===== config.mk =====
export PLATFORM = sky130hd
export DESIGN_NAME = gray_codec_pipe
export DESIGN_NICKNAME = d
export VERILOG_FILES = /design/src/rtl/gray_codec_pipe.sv
export SDC_FILE = /design/constraint.sdc
export NUM_CORES = 1
export LEC_CHECK = 0
export ABC_AREA = 1
export CAP_MARGIN = 20
export CELL_PAD_IN_SITES_DETAIL_PLACEMENT = 1
export CELL_PAD_IN_SITES_GLOBAL_PLACEMENT = 1
export CORE_UTILIZATION = 40
export CTS_BUF_LIST = sky130_fd_sc_hd__clkbuf_16
export DETAILED_ROUTE_END_ITERATION = 7
export GPL_ROUTABILITY_DRIVEN = 0
export PLACE_DENSITY = 0.91
export SLEW_MARGIN = 10
export SYNTH_ARGS = -nofsm -noshare
export SYNTH_HDL_FRONTEND = slang
export SYNTH_SLANG_ARGS = --single-unit

===== constraint.sdc =====
create_clock -name clk -period 3.7 [get_ports clk]
set_clock_uncertainty 0.05 [all_clocks]
set_input_delay 1.11 -clock clk [delete_from_list [all_inputs] [get_ports clk]]
set_output_delay 1.11 -clock clk [all_outputs]
set_load 0.1 [all_outputs]

===== src/rtl/gray_codec_pipe.sv =====
// Pipelined bidirectional Gray/binary converter with valid/ready flow control.
// Optional Gray step checker enabled by defining GRAY_CODEC_STEP_CHK_EN.
module gray_codec_pipe #(
    parameter int DATA_WIDTH = 16,
    parameter int STAGES     = 2
) (
    input  logic                  clk,
    input  logic                  resetn,
    input  logic                  in_valid,
    output logic                  in_ready,
    input  logic                  in_mode,
    input  logic [DATA_WIDTH-1:0] in_data,
    output logic                  out_valid,
    input  logic                  out_ready,
    output logic                  out_mode,
    output logic [DATA_WIDTH-1:0] out_data
`ifdef GRAY_CODEC_STEP_CHK_EN
    ,
    output logic                  step_err
`endif
);

    logic [STAGES-1:0]     valid_q;
    logic [STAGES-1:0]     valid_d;
    logic                  mode_q [STAGES];
    logic                  mode_d [STAGES];
    logic [DATA_WIDTH-1:0] data_q [STAGES];
    logic [DATA_WIDTH-1:0] data_d [STAGES];
    logic [STAGES-1:0]     free_c;
    logic                  free_chain;
    logic                  alive_q;
    logic                  accept;
    logic [DATA_WIDTH-1:0] conv_c;
    logic                  dec_acc;

    // A stage may load when empty or when everything downstream lets it move on.
    always_comb begin
        free_c     = '0;
        free_chain = !valid_q[STAGES-1] || out_ready;
        free_c[STAGES-1] = free_chain;
        for (int k = STAGES - 2; k >= 0; k--) begin
            free_chain = !valid_q[k] || free_chain;
            free_c[k]  = free_chain;
        end
    end

    assign in_ready = alive_q && free_c[0];
    assign accept   = in_valid && in_ready;

    always_comb begin
        dec_acc = 1'b0;
        conv_c  = in_data ^ (in_data >> 1);
        if (!in_mode) begin
            for (int i = DATA_WIDTH - 1; i >= 0; i--) begin
                dec_acc   = dec_acc ^ in_data[i];
                conv_c[i] = dec_acc;
            end
        end
    end

`ifdef GRAY_CODEC_STEP_CHK_EN
    localparam logic [DATA_WIDTH-1:0] ONE = DATA_WIDTH'(1);
    logic                  err_q [STAGES];
    logic                  err_d [STAGES];
    logic [DATA_WIDTH-1:0] prev_q;
    logic                  have_prev_q;
    logic [DATA_WIDTH-1:0] diff_c;
    logic                  step_err_c;

    // Exactly one bit changed means diff is a nonzero power of two.
    always_comb begin
        diff_c     = in_data ^ prev_q;
        step_err_c = 1'b0;
        if (!in_mode && have_prev_q)
            step_err_c = !((diff_c != '0) && ((diff_c & (diff_c - ONE)) == '0));
    end

    always_ff @(posedge clk or negedge resetn) begin
        if (!resetn) begin
            prev_q      <= '0;
            have_prev_q <= 1'b0;
        end else if (accept && !in_mode) begin
            prev_q      <= in_data;
            have_prev_q <= 1'b1;
        end
    end

    assign step_err = err_q[STAGES-1];
`endif

    genvar gi;
    generate
        for (gi = 0; gi < STAGES; gi++) begin : g_stage
            if (gi == 0) begin : g_head
                assign valid_d[gi] = accept;
                assign mode_d[gi]  = in_mode;
                assign data_d[gi]  = conv_c;
`ifdef GRAY_CODEC_STEP_CHK_EN
                assign err_d[gi]   = step_err_c;
`endif
            end else begin : g_body
                assign valid_d[gi] = valid_q[gi-1];
                assign mode_d[gi]  = mode_q[gi-1];
                assign data_d[gi]  = data_q[gi-1];
`ifdef GRAY_CODEC_STEP_CHK_EN
                assign err_d[gi]   = err_q[gi-1];
`endif
            end
        end
    endgenerate

    always_ff @(posedge clk or negedge resetn) begin
        if (!resetn) begin
            alive_q <= 1'b0;
            valid_q <= '0;
            for (int k = 0; k < STAGES; k++) begin
                mode_q[k] <= 1'b0;
                data_q[k] <= '0;
`ifdef GRAY_CODEC_STEP_CHK_EN
                err_q[k]  <= 1'b0;
`endif
            end
        end else begin
            alive_q <= 1'b1;
            for (int k = 0; k < STAGES; k++) begin
                if (free_c[k]) begin
                    valid_q[k] <= valid_d[k];
                    mode_q[k]  <= mode_d[k];
                    data_q[k]  <= data_d[k];
`ifdef GRAY_CODEC_STEP_CHK_EN
                    err_q[k]   <= err_d[k];
`endif
                end
            end
        end
    end

    assign out_valid = valid_q[STAGES-1];
    assign out_mode  = mode_q[STAGES-1];
    assign out_data  = data_q[STAGES-1];

endmodule


# Yosys cells after proc, flatten, opt, wreduce, memory -nomap -nowiden
# Cells that the tools add are included.
# totals
input_bits	21
out_inout_bits	19
elab_cells	30
register_bits	37
# classes
n_bitwise	16
muxes	1
n_reduce_logical	6
# ops
operator	count
2-to-1 mux 16 bit	1
bitwise XOR 16 x 15 -> 16 bit	1
bitwise XOR 1 bit	15
logical AND 1 bit	2
logical NOT 1 bit	2
logical OR 1 bit	2

# Longest topological paths before layout
# logic_depth
depth_word	16
mapped_depth	17
depth_no_buf	17

# Least setup slack after synthesis
# OpenSTA, ideal clock, no wires.
# synth_path
kind	input port to output port
start	input port out_ready
end	output port in_ready
path_buffers	1
setup_slack_ns	0.261
cell_stages	7
t_arrival_ns	2.279
required_time_ns	2.540
path_cell_list	nor2_1 > inv_1 > nor2_1 > inv_1 > buf_6 > nand2_1 > inv_1
# synth_between
elab_chain_len	3
# synth_lines
item	line_no	text
from (decl)	14	input logic out_ready,
logical OR 1 bit	39	free_chain = !valid_q[STAGES-1] || out_ready;
logical OR 1 bit	42	free_chain = !valid_q[k] || free_chain;
logical AND 1 bit	47	assign in_ready = alive_q && free_c[0];
to (decl)	10	output logic in_ready,
# Every way passes these cells.

# Worst setup path in the final report
# Same ends and word-level chain as after synthesis.

==> qor.yml <==
setup_path:
  cp.arrival_ns: 2.26
  startpoint_type: "primary input"
  path_common_cell: "inv_1"
  critPathKind: "in -> out"
  cp_cell_sequence: "clkdlybuf4s50_1 -> nor2_1 -> inv_1 -> nor2_1 -> inv_1 -> nand2_1 -> inv_1 -> buf_12"
  cpMaxStageDelayCell: "clkdlybuf4s50_1"
  cp_max_fo: 2
  max_stage_delay_ns: 0.40
  worstSetupEndpointType: "output port"
  critPathTopFamily: "buffers and inverters"
  crit_buf_inv: 5
  cp.required_ns: 2.54
die:
  die_h_um: 70.93
  io_pins: 40
  dieArea_sq_mm: 0.005031
  initial_core_util_pct: 42.48
  core_sq_mm: 0.004474
  rows: 24
  die_x_um: 70.93
power_and_ir_drop:
  p_leak_uw: 0.001302
  ir_worst_vdd_v: 0.0002028
  p_per_area_mw_per_mm2: 612.3
final_layout:
  fill_cells: 543
  layout_common_cells: "nand2_1, dfrtp_1, inv_1, buf_4, clkdlybuf4s50_1"
  seq_area_sq_um: 925.9
  insertedDiodeCount: 0
  fin_nets: 302
  stdcell_area_sq_mm: 0.002452
  final_core_util_pct: 54.81
  drive_gt1_share_pct: 17.73
  multi_input_area_sq_um: 822.0
  area_growth_pct: 29.03
  final_common_cell: "nand2_1"
route:
  dr.first_iter.drc_count: 80
  final_antenna_net_count: 0
  drt_wl_total_um: 4543
  route.detailed.drc: 0
  vias_per_cell: 4.904
  first_pass_iters: 6
  dr_total_vias: 1638
  post_drt_wl_per_cell_um: 13.60
synth:
  synth-main-ff-cell: "dfrtp_1"
  synth_cells: 237
  syn_area_sq_mm: 0.001901
  synth_seq_cells: 37
  synth_enable_flop_cells: 0
  synth_nets: 258
  yosysWarningCount: 0
  synth-seq-area-share_pct: 48.72
  ys_types: 24
  async_reset_ff_share_pct: 100.0
  syn_area_per_cell_sq_um: 8.019
place:
  place_area_sq_mm: 0.002313
  hpwl_um: 3338
  place_ws_ns: 0.2805
  numPortBuffers: 39
run_status:
  status: "finished clean"
grt:
  grt_pass1_wl_um: 8197
  grt-ovfl-total: 0
  grt_max_degree: 38
  antenna_found_initial: 0
  grt_pass1_vias: 1789
  grtUsageTotal_pct: 21.43
job:
  drv_cap: 0
clock_network:
  htree_levels: 2
  cts-resized-gates: 0
  postCtsSetupRepairBufs: 0
  root_buffer: "clkbuf_16"
  cts_sinks: 37
  clk_pin_slew_worst_paths_ns: 0.05
  cts_tree: "yes"
  numCtsBuffers: 5
  worst_skew_pair.late_latency_ns: 0.28
  clock_path_buffers: 2
  cts.hold.buffers_added: 0
sta:
  rsz0062_at_grt: "no"
  finalCriticalPeriod_ns: 3.417
  setup_violations: 0
  finalMaxSlewViolations: 0
  period_share_pct: 92.36
  tns_ns: 0
  finalHoldViolCount: 0
  setup_slack_ns: 0.2826
  fmax_mhz: 292.6
  holdWs_ns: 0.3998
worst_hold_path:
  hold_path.class: "reg -> reg"
[cells in the mapped netlist, drive strengths merged (2+ instances only)]
master  instances  area, sq um
a21oi           2        10.01
a31oi           5        31.28
buf             2        16.26
clkbuf          5        28.77
dfrtp          37        925.9
inv            24        90.09
nand2         108        432.9
nand3          20        152.7
nor2            7        26.28
o21ai          13        65.06
xor2            8        70.07
[power by group]
group	internal, uW	switching, uW
Sequential	477	38.7
Clock	244	156
Combinational	137	449
Total	858	644
[final timing paths]
| check | from | end | slack [ns] | cells past startpoint |
|---|---|---|---|---|
| worst max register to register | valid_q[1] | data_d[2] | 2.23 | 8 |
| worst max-delay path | out_ready | in_ready | 0.28 | 8 |
| min in group asynchronous | resetn | data_d[14] | 1.21 | 2 |
| max in group asynchronous | resetn | out_data[6] | 2.06 | 2 |
| worst min-delay path | valid_q[0] | valid_q[1] | 0.40 | 2 |
| worst min register to register | valid_q[0] | valid_q[1] | 0.40 | 2 |
[state kept, by name, indices dropped and copies added, names as in the netlist]
name	cells
valid_q	2
alive_q	1
out_data	16
out_mode	1
mode_d	1
data_d	16
[worst min-delay path: cells and delay by family, from the launching register on]
kind,cells,cell delay (ns)
flops,1,0.32
simple gates,1,0.05
buf+inv,1,0.05
[layer usage]
metal,up-vias,global-route usage (%),routed length [um]
met1,765,25.25,1944
met2,41,38.35,2355
met4,0,10.44,128
met3,10,2.991,113
met5,-,0,0
li1,822,-,-
[per-stage QoR]
step / power (uW) / instances
detailed placement: 1108 / 326
CTS: 1512 / 334
global route: 1572 / 334
floorplan: 954.5 / 237
finish: 1502 / 334
global placement: 1089 / 326
[logic make-up after synthesis]
group / count (synthesis) / synth area share [%]
and+or+nand+nor: 137 / 32.85
xor gates and xnor gates: 9 / 4.148
buffers and inverters: 32 / 8.031
DFF: 37 / 48.72
AOI/OAI and AO/OA: 21 / 6.057
other: 1 / 0.1973
[cell type report]
class	instances	area share (%)
inverter	25	4.388
timing repair buffer	44	16.02
clock buffer	5	5.102
clock inverter	3	0.5612
multi-input combinational	168	33.52
tap	52	2.653
sequential	37	37.76
(Power assumes the default switching activity.)
